--- src/rtl/clk_freq_meter.sv ---
// Frequency meter: counts synchronised rising edges of meas_clk over a fixed sys_clk gate
// window, checks the result against expected_cnt +/- tol_cnt and qualifies a lock flag.
module clk_freq_meter #(
  parameter int unsigned GATE_CYCLES  = 100000,
  parameter int unsigned CNT_W        = 32,
  parameter int unsigned LOCK_WINDOWS = 4
) (
  input  logic             sys_clk,
  input  logic             rst_n,
  input  logic             meas_clk,
  input  logic             enable,
  input  logic [CNT_W-1:0] expected_cnt,
  input  logic [CNT_W-1:0] tol_cnt,
  output logic [CNT_W-1:0] count,
  output logic             count_valid,
  output logic             in_range,
  output logic             overflow,
  output logic             locked,
  output logic             busy
);

  localparam int unsigned TMR_W = (GATE_CYCLES > 2) ? $clog2(GATE_CYCLES) : 1;
  localparam int unsigned STK_W = $clog2(LOCK_WINDOWS + 1);
  localparam logic [TMR_W-1:0] TMR_LAST = TMR_W'(GATE_CYCLES - 1);
  localparam logic [STK_W-1:0] STK_MAX  = STK_W'(LOCK_WINDOWS);
  localparam logic [CNT_W-1:0] CNT_MAX  = '1;

  typedef enum logic [1:0] {
    ST_IDLE,
    ST_ARM,
    ST_GATE,
    ST_REPORT
  } state_t;

  state_t           state_q, state_d;
  logic             s1_q, s2_q, s3_q;
  logic [TMR_W-1:0] timer_q, timer_d;
  logic [CNT_W-1:0] cnt_q, cnt_d;
  logic [CNT_W-1:0] count_q, count_d;
  logic             in_range_q, in_range_d;
  logic             overflow_q, overflow_d;
  logic [STK_W-1:0] streak_q, streak_d;
  logic             locked_q, locked_d;

  logic             meas_edge;
  logic [CNT_W-1:0] cnt_gate;
  logic             sat_gate;
  logic [CNT_W-1:0] abs_diff;
  logic             win_in_range;
  logic [STK_W-1:0] streak_win;

  // The synchroniser runs in every state so ARM never sees a stale history bit.
  always_ff @(posedge sys_clk or negedge rst_n) begin
    if (!rst_n) begin
      s1_q <= 1'b0;
      s2_q <= 1'b0;
      s3_q <= 1'b0;
    end else begin
      s1_q <= meas_clk;
      s2_q <= s1_q;
      s3_q <= s2_q;
    end
  end

  assign meas_edge = s2_q & ~s3_q;

  // Counter value including this cycle's edge; it sticks at all-ones, so "at max" is the sat flag.
  assign cnt_gate     = (meas_edge && (cnt_q != CNT_MAX)) ? cnt_q + CNT_W'(1) : cnt_q;
  assign sat_gate     = (cnt_gate == CNT_MAX);
  assign abs_diff     = (cnt_gate >= expected_cnt) ? cnt_gate - expected_cnt
                                                   : expected_cnt - cnt_gate;
  assign win_in_range = !sat_gate && (abs_diff <= tol_cnt);
  assign streak_win   = !win_in_range        ? '0 :
                        (streak_q == STK_MAX) ? streak_q : streak_q + STK_W'(1);

  always_comb begin
    state_d    = state_q;
    timer_d    = timer_q;
    cnt_d      = cnt_q;
    count_d    = count_q;
    in_range_d = in_range_q;
    overflow_d = overflow_q;
    streak_d   = streak_q;
    locked_d   = locked_q;
    unique case (state_q)
      ST_IDLE: begin
        if (enable) state_d = ST_ARM;
      end
      ST_ARM, ST_GATE: begin
        if (!enable) begin
          state_d  = ST_IDLE;
          streak_d = '0;
          locked_d = 1'b0;
        end else if (state_q == ST_ARM) begin
          timer_d = '0;
          cnt_d   = '0;
          state_d = ST_GATE;
        end else begin
          timer_d = timer_q + TMR_W'(1);
          cnt_d   = cnt_gate;
          // Results load on entry to REPORT so they are already visible while count_valid is high.
          if (timer_q == TMR_LAST) begin
            state_d    = ST_REPORT;
            count_d    = cnt_gate;
            overflow_d = sat_gate;
            in_range_d = win_in_range;
            streak_d   = streak_win;
            locked_d   = (streak_win == STK_MAX);
          end
        end
      end
      ST_REPORT: begin
        state_d = enable ? ST_ARM : ST_IDLE;
      end
      default: state_d = ST_IDLE;
    endcase
  end

  always_ff @(posedge sys_clk or negedge rst_n) begin
    if (!rst_n) begin
      state_q    <= ST_IDLE;
      timer_q    <= '0;
      cnt_q      <= '0;
      count_q    <= '0;
      in_range_q <= 1'b0;
      overflow_q <= 1'b0;
      streak_q   <= '0;
      locked_q   <= 1'b0;
    end else begin
      state_q    <= state_d;
      timer_q    <= timer_d;
      cnt_q      <= cnt_d;
      count_q    <= count_d;
      in_range_q <= in_range_d;
      overflow_q <= overflow_d;
      streak_q   <= streak_d;
      locked_q   <= locked_d;
    end
  end

  assign count       = count_q;
  assign in_range    = in_range_q;
  assign overflow    = overflow_q;
  assign locked      = locked_q;
  assign count_valid = (state_q == ST_REPORT);
  assign busy        = (state_q == ST_ARM) || (state_q == ST_GATE);

endmodule
--- config.mk ---
export PLATFORM = sky130hd
export DESIGN_NAME = clk_freq_meter
export DESIGN_NICKNAME = d
export VERILOG_FILES = /design/src/rtl/clk_freq_meter.sv
export SDC_FILE = /design/constraint.sdc
export NUM_CORES = 1
export LEC_CHECK = 0
export ABC_AREA = 0
export BUFFER_PORTS_ARGS = -buffer_cell sky130_fd_sc_hd__buf_2
export CAP_MARGIN = 20
export CORE_MARGIN = 10
export CORE_UTILIZATION = 25
export CTS_BUF_LIST = sky130_fd_sc_hd__clkbuf_8 sky130_fd_sc_hd__clkbuf_16
export CTS_CLUSTER_SIZE = 25
export DETAILED_ROUTE_END_ITERATION = 16
export HOLD_SLACK_MARGIN = 0.1
export PLACE_DENSITY = 0.39
export RECOVER_POWER = 25
export REMOVE_ABC_BUFFERS = 1
export SLEW_MARGIN = 10
export SYNTH_ARGS = -nofsm -noshare
export SYNTH_HDL_FRONTEND = slang
export SYNTH_SLANG_ARGS = --single-unit
--- constraint.sdc ---
create_clock -name sys_clk -period 8 [get_ports sys_clk]
set_input_delay 1.6 -clock sys_clk [delete_from_list [all_inputs] [get_ports sys_clk]]
set_output_delay 1.6 -clock sys_clk [all_outputs]
set_load 0.1 [all_outputs]
# Word-level counts from Yosys, hierarchy flattened
# Index checks and enable logic that the tools add are counted.
# op_classes
muxes	18
n_bitwise	3
n_reduce_logical	10
eq_ne	12
n_addsub	5
order_cmp	2
# ops
cell	n
32-bit 2-to-1 mux	3
32-bit subtractor	2
32-bit by 1-bit adder with 32-bit output (second input constant)	1
32-bit == test (second input constant)	1
32-bit greater-or-equal comparator	1
32-bit <= comparator	1
32-bit != test (second input constant)	1
17-bit by 1-bit adder with 17-bit output (second input constant)	1
17-bit == test (second input constant)	1
17-bit 2-to-1 mux	1
3-bit 2-to-1 mux	5
2-bit 2-to-1 mux	4
3-bit == test (second input constant)	2
2-bit one-hot mux with 3 select lines	1
2-bit == test (second input constant)	2
1-bit 2-to-1 mux	4
2-bit != test (second input constant)	2
4-bit != test (second input constant)	1
2-bit AND reduction	2
4-bit AND reduction	1
3-bit by 1-bit adder with 3-bit output (second input constant)	1
3-bit AND reduction	1
2-bit by 1-bit == test with 1-bit output (second input constant)	1
1-bit logical AND	2
other kinds (7)	8
# word_totals
register_bits	92
input_bits	68

# Logic depth before layout (Yosys ltp)
# Gate-level depths: netlist of run 1.
# depth
depth_word	13
depth_mapped	32
mapped_depth_nobuf	27

# Least setup slack after synthesis of run 1
# OpenSTA, ideal clock, no wires.
# synth_timing
path_type	register to register
start	reg cnt_q[0]
end	reg streak_q[1]
n_path_buf	3
synth_period_minus_slack_ps	5951
t_required_ps	7878
setup_time_ps	122
arrival_ps	5830
path_stages_with_launch	29
slack_ps	2049
cell_sequence	dfrtp_1 > ha_1 > and3_1 > nand4_1 > o31ai_1 > nor3_1 > xnor2_1 > inv_1 > ha_1 > buf_2 > and2_1 > buf_2 > a221oi_2 > o21ai_1 > a221o_1 > a41oi_1 > a211o_2 > a31oi_1 > buf_4 > mux2_1 > xor2_1 > ha_1 > a21o_1 > a21o_1 > a21oi_1 > o21ai_0 > nor2_1 > a211o_1 > a32o_1
# synth_via
elab_chain_len	11
# synth_lines
item	line	rtl
start: declaration	38	logic [CNT_W-1:0] cnt_q, cnt_d;
start signal: assignment	132	cnt_q <= cnt_d;
parallel branches: the longest is 2 deep, another holds 32-bit by 1-bit adder with 32-bit output	-	
32-bit 2-to-1 mux *	68	assign cnt_gate = (meas_edge && (cnt_q != CNT_MAX)) ? cnt_q + CNT_W'(1) : cnt_q;
net cnt_gate[18]	46	logic [CNT_W-1:0] cnt_gate;
32-bit subtractor, or another cell as far along	71	: expected_cnt - cnt_gate;
32-bit 2-to-1 mux	70	assign abs_diff = (cnt_gate >= expected_cnt) ? cnt_gate - expected_cnt
32-bit <= comparator	72	assign win_in_range = !sat_gate && (abs_diff <= tol_cnt);
1-bit logical AND *	72	
3-bit 2-to-1 mux *	73	assign streak_win = !win_in_range ? '0 :
3-bit 2-to-1 mux *	102	if (timer_q == TMR_LAST) begin
3-bit 2-to-1 mux *	94	end else if (state_q == ST_ARM) begin
3-bit 2-to-1 mux *	90	if (!enable) begin
end signal: assignment	136	streak_q <= streak_d;
end: declaration	42	logic [STK_W-1:0] streak_q, streak_d;
# Mark *: on every way through the listed nets, which the timed path passes. The select of a mux whose other input is x is not followed.
# A chain may end at the register's enable or synchronous reset.

# Final worst setup path of run 1
# layout_timing
start	reg cnt_q[4]
end	reg streak_q[2]
# The elaborated chain is that of the path after synthesis.

==> results.toml, run 1 <==
[clock_tree]
cts_buffers = 9
cts.sinks = 92
cts_tree = "built"
clkLatencyLatePin_ns = 0.37
cts_setup_buffers = 0
ctsHoldBuffers = 0
cts_max_path_buffers = 2
cts_max_level = 3
cts.clk_slew.worst_paths_ns = 0.07
cts_root_buffer = "clkbuf_16"
ctsResizeCount = 0

[layout]
final_common_cell = "inv_1"
post_layout_nonfiller_instances = 1722
final_cell_mix = "inv_1, o21ai_0, nand2_1"
seq_area_um2 = 2300
areaGrowthSynthToFinish_pct = 15.4
multiInputGateArea_um2 = 6220
drive_gt1_frac = 0.128
fill_cells = 3995
nNetsFinal = 1421
antennaDiodeCount = 0

[logic_synthesis]
syn_inst = 1164
synth_seq_cells = 92
yosys.area.top_type = "dfrtp_1"
yosys_warnings = 0
seq_area_frac_synth = 0.251
avgSynthCellArea_um2 = 7.89
synth_area_um2 = 9190
synth_edf_count = 0
synth_cell_types = 76
synthFlopType = "dfrtp_1"
yosysTopAreaCellShare = 0.251
synth_area_leaders = "dfrtp_1, ha_1, o21ai_0"
async_flop_share = 1.00

[pwr]
vdd_drop_max_uv = 172
internal_power_mw = 1.01
switchingPower_uw = 688
power_frac_comb = 0.391
seqPwrFrac = 0.308
switching_share = 0.406
p_leak_nw = 5.10
clkPwrFrac = 0.301
total_power_mw = 1.70
p_per_area_nw_per_um2 = 160

[timing]
rsz0062_at_grt = "no"
fin_skew_ns = 0.0168
max_freq_mhz = 137
setup_viol = 0
whs_ns = 0.353
setup_ws_ns = 0.725
finalSetupTns_ns = 0
hold_viol = 0
tightest_slew_ns = 2.83
maxSlewViolCount = 125
slew_headroom = -0.886
fin_crit_ns = 7.27
finalCritPeriodShare = 0.909

[routing]
first_pass_iters = 5
num_vias = 8625
drc = 0
antenna_left = 0
wl_per_cell_um = 19.8
via_per_inst = 5.01
drt_iter0_markers = 664
routed_wl_um = 34000

[floorplan]
rows = 70
start_util = 0.252
num_io_pins = 105
core_um2 = 36400
die_w_um = 212
dieArea_um2 = 44800
dieHeight_um = 212

[global_routing]
grt_pass1_wl_um = 52400
grt_remaining_overflow = 0
grt_pass1_vias = 8783
grt_max_degree = 70
antenna_found_initial = 1
track_usage = 0.151

[flow_run]
cap_viol_max_count = 3

[placement]
numPlacedInstances = 1706
dpl.hpwl_um = 27400
pre_cts_slack_ns = 0.525
port_buffers = 104
gp_congestion = 0.940

[critical_path]
end_kind = "register"
worstPathRequired_ns = 8.30
slowest_delay_ns = 0.58
critical_path_class = "reg2reg"
crit_slowest_cell = "nor3_1"
cp-start-kind = "register"
r2r_slack_ns = 0.73
crit_fanout = 11
arrival_ns = 7.58

[status]
violations = "capacitance limit, slew limit"
status = "complete, but fails checks"

[worst_hold_path]
hold_class = "reg2reg"
==> worst paths after layout <==
check | start | end | cells past startpoint
setup reg to reg | cnt_q[4] | streak_q[2] | 25
setup / recovery | cnt_q[4] | streak_q[2] | 25
hold reg to reg | s1_q | s2_q | 0
hold / removal | s1_q | s2_q | 0
max in group asynchronous | rst_n | count[2] | 2
min in group asynchronous | rst_n | overflow | 1
==> sequential cells by signal, indices dropped and copies added (netlist names) <==
name and flops:
s3_q 1, s1_q 1, overflow 1, count 32, timer_q 17, locked 1
in_range 1, state_q 2, cnt_q 32, s2_q 1, streak_q 3
==> power groups by stage <==
stage / sequential, mW / clock, mW / combinational (mW)
floorplan: 0.524 / 0 / 0.439
global placement: 0.530 / 0 / 0.673
detailed placement: 0.531 / 0 / 0.669
CTS: 0.522 / 0.527 / 0.673
global route: 0.528 / 0.542 / 0.738
finish: 0.522 / 0.511 / 0.663
==> critical path, delay by kind of cell (launching register included) <==
kind / cells / cell delay (ns)
AO/OA/AOI/OAI: 10 / 2.50
XOR/XNOR: 2 / 0.56
adder cells (fa/ha/maj): 2 / 0.76
buffers and inverters: 2 / 0.30
flip-flops: 1 / 0.55
multiplexers: 1 / 0.28
AND/OR/NAND/NOR: 8 / 2.21
==> synthesized netlist by cell type (all sizes together) (6+ instances only) <==
cell type,count
a31oi,14
mux2i,30
nor2,68
nand3,38
o21ai,119
and3,18
xnor2,31
buf,18
o31ai,10
nor3,23
a211oi,11
inv,119
xor2,35
a21oi,59
nand4,34
ha,102
nand2,113
clkbuf,37
o211ai,6
nor2b,13
nand2b,11
a21o,43
dfrtp,92
or3,6
a211o,6
nor4,15
o21a,9
and2,11
==> area by class of cell <==
cell class	instances	area share
Inverter	119	0.0421
Clock buffer	9	0.0212
Tap cell	468	0.0552
Multi-Input combinational cell	898	0.587
Timing Repair Buffer	129	0.0670
Sequential cell	92	0.217
Clock inverter	7	0.0102
==> logic make-up (layout without fill, tap and decap cells) <==
| kind of cell | Yosys count | count (layout) | share of synthesized area |
|---|---|---|---|
| xor+xnor | 66 | 66 | 0.0629 |
| mux | 32 | 32 | 0.0351 |
| fa+ha+maj | 104 | 104 | 0.143 |
| flops | 92 | 92 | 0.251 |
| compound gates | 323 | 323 | 0.223 |
| simple gates | 373 | 373 | 0.211 |
| buf+inv | 174 | 264 | 0.0745 |
==> layer usage <==
| layer | GRT usage | share of wire | up-vias |
|---|---|---|---|
| li1 | - | - | 4288 |
| met1 | 0.195 | 0.47 | 4164 |
| met2 | 0.260 | 0.48 | 147 |
| met3 | 0.0213 | 0.033 | 24 |
| met4 | 0.0372 | 0.014 | 2 |
| met5 | 0 | 0.00021 | - |
==> through the flow <==
| step | utilization | instance area, um2 |
|---|---|---|
| global placement | 0.282 | 10300 |
| global route | 0.291 | 10600 |
| detailed placement | 0.282 | 10300 |
| finish | 0.291 | 10600 |
| floorplan | - | 8950 |
| CTS | 0.291 | 10600 |
(Power assumes the default switching activity.)
==> run 2, diff against run 1 <==
--- a/config.mk
+++ b/config.mk
@@ -5,7 +5,7 @@
 export SDC_FILE = /design/constraint.sdc
 export NUM_CORES = 1
 export LEC_CHECK = 0
-export ABC_AREA = 0
+export ABC_AREA = 1
 export BUFFER_PORTS_ARGS = -buffer_cell sky130_fd_sc_hd__buf_2
 export CAP_MARGIN = 20
 export CORE_MARGIN = 10
@@ -14,10 +14,11 @@
 export CTS_CLUSTER_SIZE = 25
 export DETAILED_ROUTE_END_ITERATION = 16
 export HOLD_SLACK_MARGIN = 0.1
-export PLACE_DENSITY = 0.39
+export PLACE_DENSITY = 0.38
 export RECOVER_POWER = 25
 export REMOVE_ABC_BUFFERS = 1
 export SLEW_MARGIN = 10
 export SYNTH_ARGS = -nofsm -noshare
 export SYNTH_HDL_FRONTEND = slang
 export SYNTH_SLANG_ARGS = --single-unit
+export TNS_END_PERCENT = 5
==> constraint.sdc (replaced) <==
create_clock -name sys_clk -period 8.3 [get_ports sys_clk]
set_input_delay 1.66 -clock sys_clk [delete_from_list [all_inputs] [get_ports sys_clk]]
set_output_delay 1.66 -clock sys_clk [all_outputs]
set_load 0.1 [all_outputs]
==> run 2 against run 1 <==
Compared with the run above:
- the flow still finishes with violations (capacitance limit, slew limit)
- die area up 10%
- synthesized cell count is 36% higher
- sequential power increased by 21%
- final area increased by 9.2%
- total power up 99%
- combinational power rose to 3.5 times the previous value
- clock power decreased by 13%
- utilization shrank 0.61 points
- final cell count rose by 28%
- critical path depth is 6 higher
- sequential share of layout area is 1.8 points lower
- global-route usage decreased by 0.058 points
- largest cell class unchanged
==> results.toml, run 2 <==
[logic_synthesis]
synth_seq_cells = 92
avgSynthCellArea_um2 = 6.46
syn_inst = 1582
synth_top_family_by_area = "simple AND/OR/NAND/NOR gates"
synth_compound_area_frac = 0.158
synth-xor-area-share = 0.0574
synth_area_um2 = 10200
synth_fa_ha_area_frac = 0.129
muxShareOfSynthArea = 0.00392
synth_edf_count = 0
synth_area_leaders = "dfrtp_1, nand2_1, ha_1"
synth_commonest_cells = "nand2_1, inv_1, nor2_1, o21ai_0, ha_1"
async_flop_share = 1.00
synthFlopType = "dfrtp_1"
synth_simple_gate_area_frac = 0.305
synth.most_common_cell = "nand2_1"
seq_area_frac_synth = 0.225
yosys.area.top_type = "dfrtp_1"
yosysTopAreaCellShare = 0.225
synth_cell_types = 49
yosys_warnings = 0

[global_routing]
track_usage = 0.151
grt_max_degree = 69
grt_remaining_overflow = 0
antenna_found_initial = 0
grt_pass1_vias = 10400
grt_pass1_wl_um = 59600

[floorplan]
dieArea_um2 = 49400
die_w_um = 222
start_util = 0.251
num_io_pins = 105
core_um2 = 40600
rows = 74
dieHeight_um = 222

[critical_path]
cp-start-kind = "register"
end_kind = "register"
crit_fanout = 25
crit_slowest_cell = "a22oi_1"
path_common_cell = "nand2_1"
r2r-end = "streak_q[2]"
slowest_delay_ns = 0.69
ff2ff_path_depth = 31
critical_path_class = "reg2reg"
arrival_ns = 6.99
r2r_slack_ns = 1.55
r2r-start = "cnt_q[0]"
worstPathRequired_ns = 8.55

[routing]
drc = 0
wl_per_cell_um = 17.2
via_per_inst = 4.58
num_vias = 10100
first_pass_iters = 5
antenna_left = 0
routed_wl_um = 37900
drt_iter0_markers = 627

[timing]
fin_crit_ns = 6.75
setup_viol = 0
max_freq_mhz = 148
setup_ws_ns = 1.55
slew_headroom = -1.54
finalSetupTns_ns = 0
finalCritPeriodShare = 0.813
hold_viol = 0
maxSlewViolCount = 95
fin_skew_ns = 0.0107
rsz0062_at_grt = "no"
tightest_slew_ns = 3.80

[layout]
fill_cells = 4631
final_common_cell = "nand2_1"
areaGrowthSynthToFinish_pct = 13.3
antennaDiodeCount = 0
final_cell_mix = "nand2_1, inv_1, nor2_1"
nNetsFinal = 1840
drive_gt1_frac = 0.115

[clock_tree]
cts.clk_slew.worst_paths_ns = 0.08
cts_root_buffer = "clkbuf_16"
cts_max_path_buffers = 2
ctsResizeCount = 0
cts_setup_buffers = 0
cts_tree = "built"
clkLatencyLatePin_ns = 0.36
ctsHoldBuffers = 0
cts_buffers = 9
cts.sinks = 92
cts_max_level = 3

[placement]
gp_congestion = 0.890
dpl.hpwl_um = 32400
port_buffers = 104
pre_cts_slack_ns = 1.54

[pwr]
p_leak_nw = 5.93
p_per_area_nw_per_um2 = 291
vdd_drop_max_uv = 199

[status]
violations = "capacitance limit, slew limit"
status = "complete, but fails checks"

[worst_hold_path]
hold_class = "reg2reg"
min_delay_path_depth = 0
whs_endpoint = "s2_q"
hold_start = "s1_q"

[flow_run]
cap_viol_max_count = 2
[run 2: cell types whose count changed in the layout (fill, tap and decap cells not counted), moves of 27 or more]
cell	change
xor2_1	+27
inv_1	+157
a21oi_1	+40
a21o_1	-39
nand2_1	+278
nor2_1	+85
[run 2: critical path: cells and delay by family (launching register included)]
kind	cells	cell delay [ns]
compound gates	6	1.70
buf+inv	3	0.67
fa+ha+maj	3	0.94
simple gates	19	2.86
flops	1	0.44
[run 2: per-layer routing]
| metal | up-vias | share of wire | global-route usage | wire (um) |
|---|---|---|---|---|
| met2 | 187 | 0.48 | 0.258 | 18000 |
| met5 | - | 0 | 0 | 0 |
| li1 | 5206 | - | - | - |
| met1 | 4678 | 0.48 | 0.202 | 18200 |
| met4 | 0 | 0.012 | 0.0320 | 452 |
| met3 | 31 | 0.030 | 0.0126 | 1150 |
[run 2: worst max path at each step]
stage	start	end	slack, ns	cells after the start
floorplan	expected_cnt[2]	streak_q[2]	3.09	22
global placement	cnt_q[0]	streak_q[2]	1.58	31
detailed placement	cnt_q[0]	streak_q[2]	1.54	31
CTS	cnt_q[0]	streak_q[2]	1.54	31
global route	cnt_q[0]	streak_q[2]	0.99	31
finish	cnt_q[0]	streak_q[2]	1.55	31
[run 2: per-stage QoR]
stage          power, mW  cell area [um2]  utilization  hold slack (ns)  instances
6_report            3.37            11600        0.285            0.351       2205
5_1_grt             3.76            11600        0.285            0.376       2205
4_1_cts             3.40            11600        0.285            0.353       2205
3_5_place_dp        2.94            11300        0.277            0.335       2189
3_3_place_gp        2.95            11300        0.277            0.342       2189
2_1_floorplan       2.23            10000            -            0.331       1548
[run 2: final cells by class]
type	instances	area, um2	area share
multi-input combinational	1172	6680	0.577
sequential	92	2300	0.199
inverter	284	1070	0.0921
tap	532	666	0.0575
timing repair buffer	109	551	0.0476
clock buffer	9	225	0.0195
clock inverter	7	92.6	0.00800
[run 2: cells by family (layout without fill, tap and decap cells)]
| logic type | after synthesis | count (layout) |
|---|---|---|
| simple gates | 704 | 704 |
| compound gates | 293 | 293 |
| buf+inv | 318 | 409 |
| mux | 4 | 4 |
| fa+ha+maj | 104 | 104 |
| flops | 92 | 92 |
| xor+xnor | 67 | 67 |
[run 2: report_power, final]
group	switching (mW)	internal, mW	total [mW]
combinational	1.57	0.729	2.30
sequential	0.102	0.530	0.632
clock	0.205	0.242	0.446
==> run 3, diff against run 2 <==
==> constraint.sdc (replaced) <==
create_clock -name sys_clk -period 6.23 [get_ports sys_clk]
set_input_delay 1.246 -clock sys_clk [delete_from_list [all_inputs] [get_ports sys_clk]]
set_output_delay 1.246 -clock sys_clk [all_outputs]
set_load 0.1 [all_outputs]
==> run 3 against run 2 <==
Compared with the run above:
- the flow still finishes with violations (capacitance limit, slew limit)
- clock skew is 0.0041 ns lower
- via count is 0.52% lower
- worst hold slack better by 0.026 ns
- combinational power is 35% higher
- total power is 35% higher
- critical path type unchanged
- register-to-register slack worse by 1.0 ns
- maximum frequency is 18% higher
- largest power group unchanged
- largest cell class unchanged
- die area stayed put
==> results.toml, run 3 (same netlist as run 2, synthesis figures left out) <==
[critical_path]
crit_fanout = 13
startpoint = "cnt_q[0]"
ff2ff_path_depth = 33
cp-start-kind = "register"
critical_path_class = "reg2reg"
r2r-end = "streak_q[2]"
end_kind = "register"
crit_family = "simple AND/OR/NAND/NOR gates"
crit_slowest_cell = "dfrtp_1"
crit_end = "streak_q[2]"
path_common_cell = "nand2_1"
path_buf_inv = 4
crit_cells = 33
slowest_delay_ns = 0.44
arrival_ns = 5.95
worstPathRequired_ns = 6.46
r2r-start = "cnt_q[0]"
r2r_slack_ns = 0.51

[routing]
routedLengthMet1_um = 17900
wl_per_cell_um = 16.8
drc = 0
highest_layer = "met4"
drt_iter0_markers = 589
antenna_left = 0
via_per_inst = 4.53
wl_met3_um = 1010
wl_met2_um = 17700
routed_wl_um = 37200
first_pass_iters = 7
num_vias = 10000

[placement]
dpl.hpwl_um = 32300
port_buffers = 104
gp_congestion = 0.892

[status]
status = "complete, but fails checks"
violations = "capacitance limit, slew limit"

[floorplan]
dieHeight_um = 222
rows = 74
die_w_um = 222
start_util = 0.251
core_um2 = 40600
dieArea_um2 = 49400
num_io_pins = 105

[timing]
finalCritPeriodShare = 0.918
slew_headroom = -0.135
fin_crit_ns = 5.72
hold_viol = 0
tightest_slew_ns = 1.70
finalSetupTns_ns = 0
fin_skew_ns = 0.00663
max_freq_mhz = 175
maxSlewViolCount = 95
rsz0062_at_grt = "no"
setup_viol = 0

[layout]
nNetsFinal = 1854
drive_gt1_frac = 0.127
final_common_cell = "nand2_1"
antennaDiodeCount = 0
final_cell_mix = "nand2_1, inv_1, nor2_1"
areaGrowthSynthToFinish_pct = 15.0

[pwr]
p_per_area_nw_per_um2 = 388
vdd_drop_max_uv = 329
p_leak_nw = 6.03
total_power_mw = 4.56

[global_routing]
grt_remaining_overflow = 0
grt_max_degree = 65
grt_pass1_vias = 10500
grt_pass1_wl_um = 58600
track_usage = 0.148
antenna_found_initial = 0

[clock_tree]
cts_tree = "built"
clkLatencyLatePin_ns = 0.35
ctsHoldBuffers = 0
cts_max_path_buffers = 2
cts.clk_slew.worst_paths_ns = 0.07
cts.sinks = 92
cts_max_level = 3
cts_root_buffer = "clkbuf_16"
cts_buffers = 9

[worst_hold_path]
hold_class = "reg2reg"

[flow_run]
cap_viol_max_count = 2
## run 3: area by class of cell
class                      instances  area, um2
clock inverter                     6       86.3
fill                            4687      28900
sequential                        92       2300
tap                              532        666
multi-input combinational       1172       6710
clock buffer                      10        239
timing repair buffer             123        682
inverter                         284       1070
## run 3: through the flow
| step | setup WS, ns | cell area (um2) | util | std cells | hold slack, ns |
|---|---|---|---|---|---|
| floorplan | 1.09 | 10000 | - | 1548 | 0.331 |
| global placement | 0.0179 | 11300 | 0.279 | 2197 | 0.369 |
| detailed placement | 0.0380 | 11400 | 0.279 | 2198 | 0.358 |
| CTS | 0.00792 | 11700 | 0.287 | 2214 | 0.374 |
| global route | 0.0148 | 11800 | 0.289 | 2219 | 0.389 |
| finish | 0.508 | 11800 | 0.289 | 2219 | 0.377 |
## run 3: how the worst min path moves through the flow
stage,from,to,slack (ns),depth (start not counted)
4_1_cts,s1_q,s2_q,0.37,0
6_report,s1_q,s2_q,0.38,0
3_5_place_dp,s1_q,s2_q,0.36,0
3_3_place_gp,s2_q,s3_q,0.37,0
5_1_grt,s1_q,s2_q,0.39,0
2_1_floorplan,s1_q,s2_q,0.33,0
## run 3: repair_timing
| action | CTS | global route |
|---|---|---|
| buffers inserted | 0 | 5 |
| endpoints found under the setup margin | 0 | 5 |
| gates resized for setup | 0 | 17 |
| hold endpoints to repair | 0 | 0 |
## run 3: power breakdown
group          total [mW]  switching (mW)  internal [mW]
clock network       0.611           0.247          0.364
registers           0.841           0.135          0.706
logic                3.10            2.09           1.02
## run 3: routing by layer
metal / GRT usage / vias up
met5: 0 / -
met4: 0.0366 / 0
met3: 0.0147 / 38
met2: 0.256 / 194
met1: 0.191 / 4586
li1: - / 5231
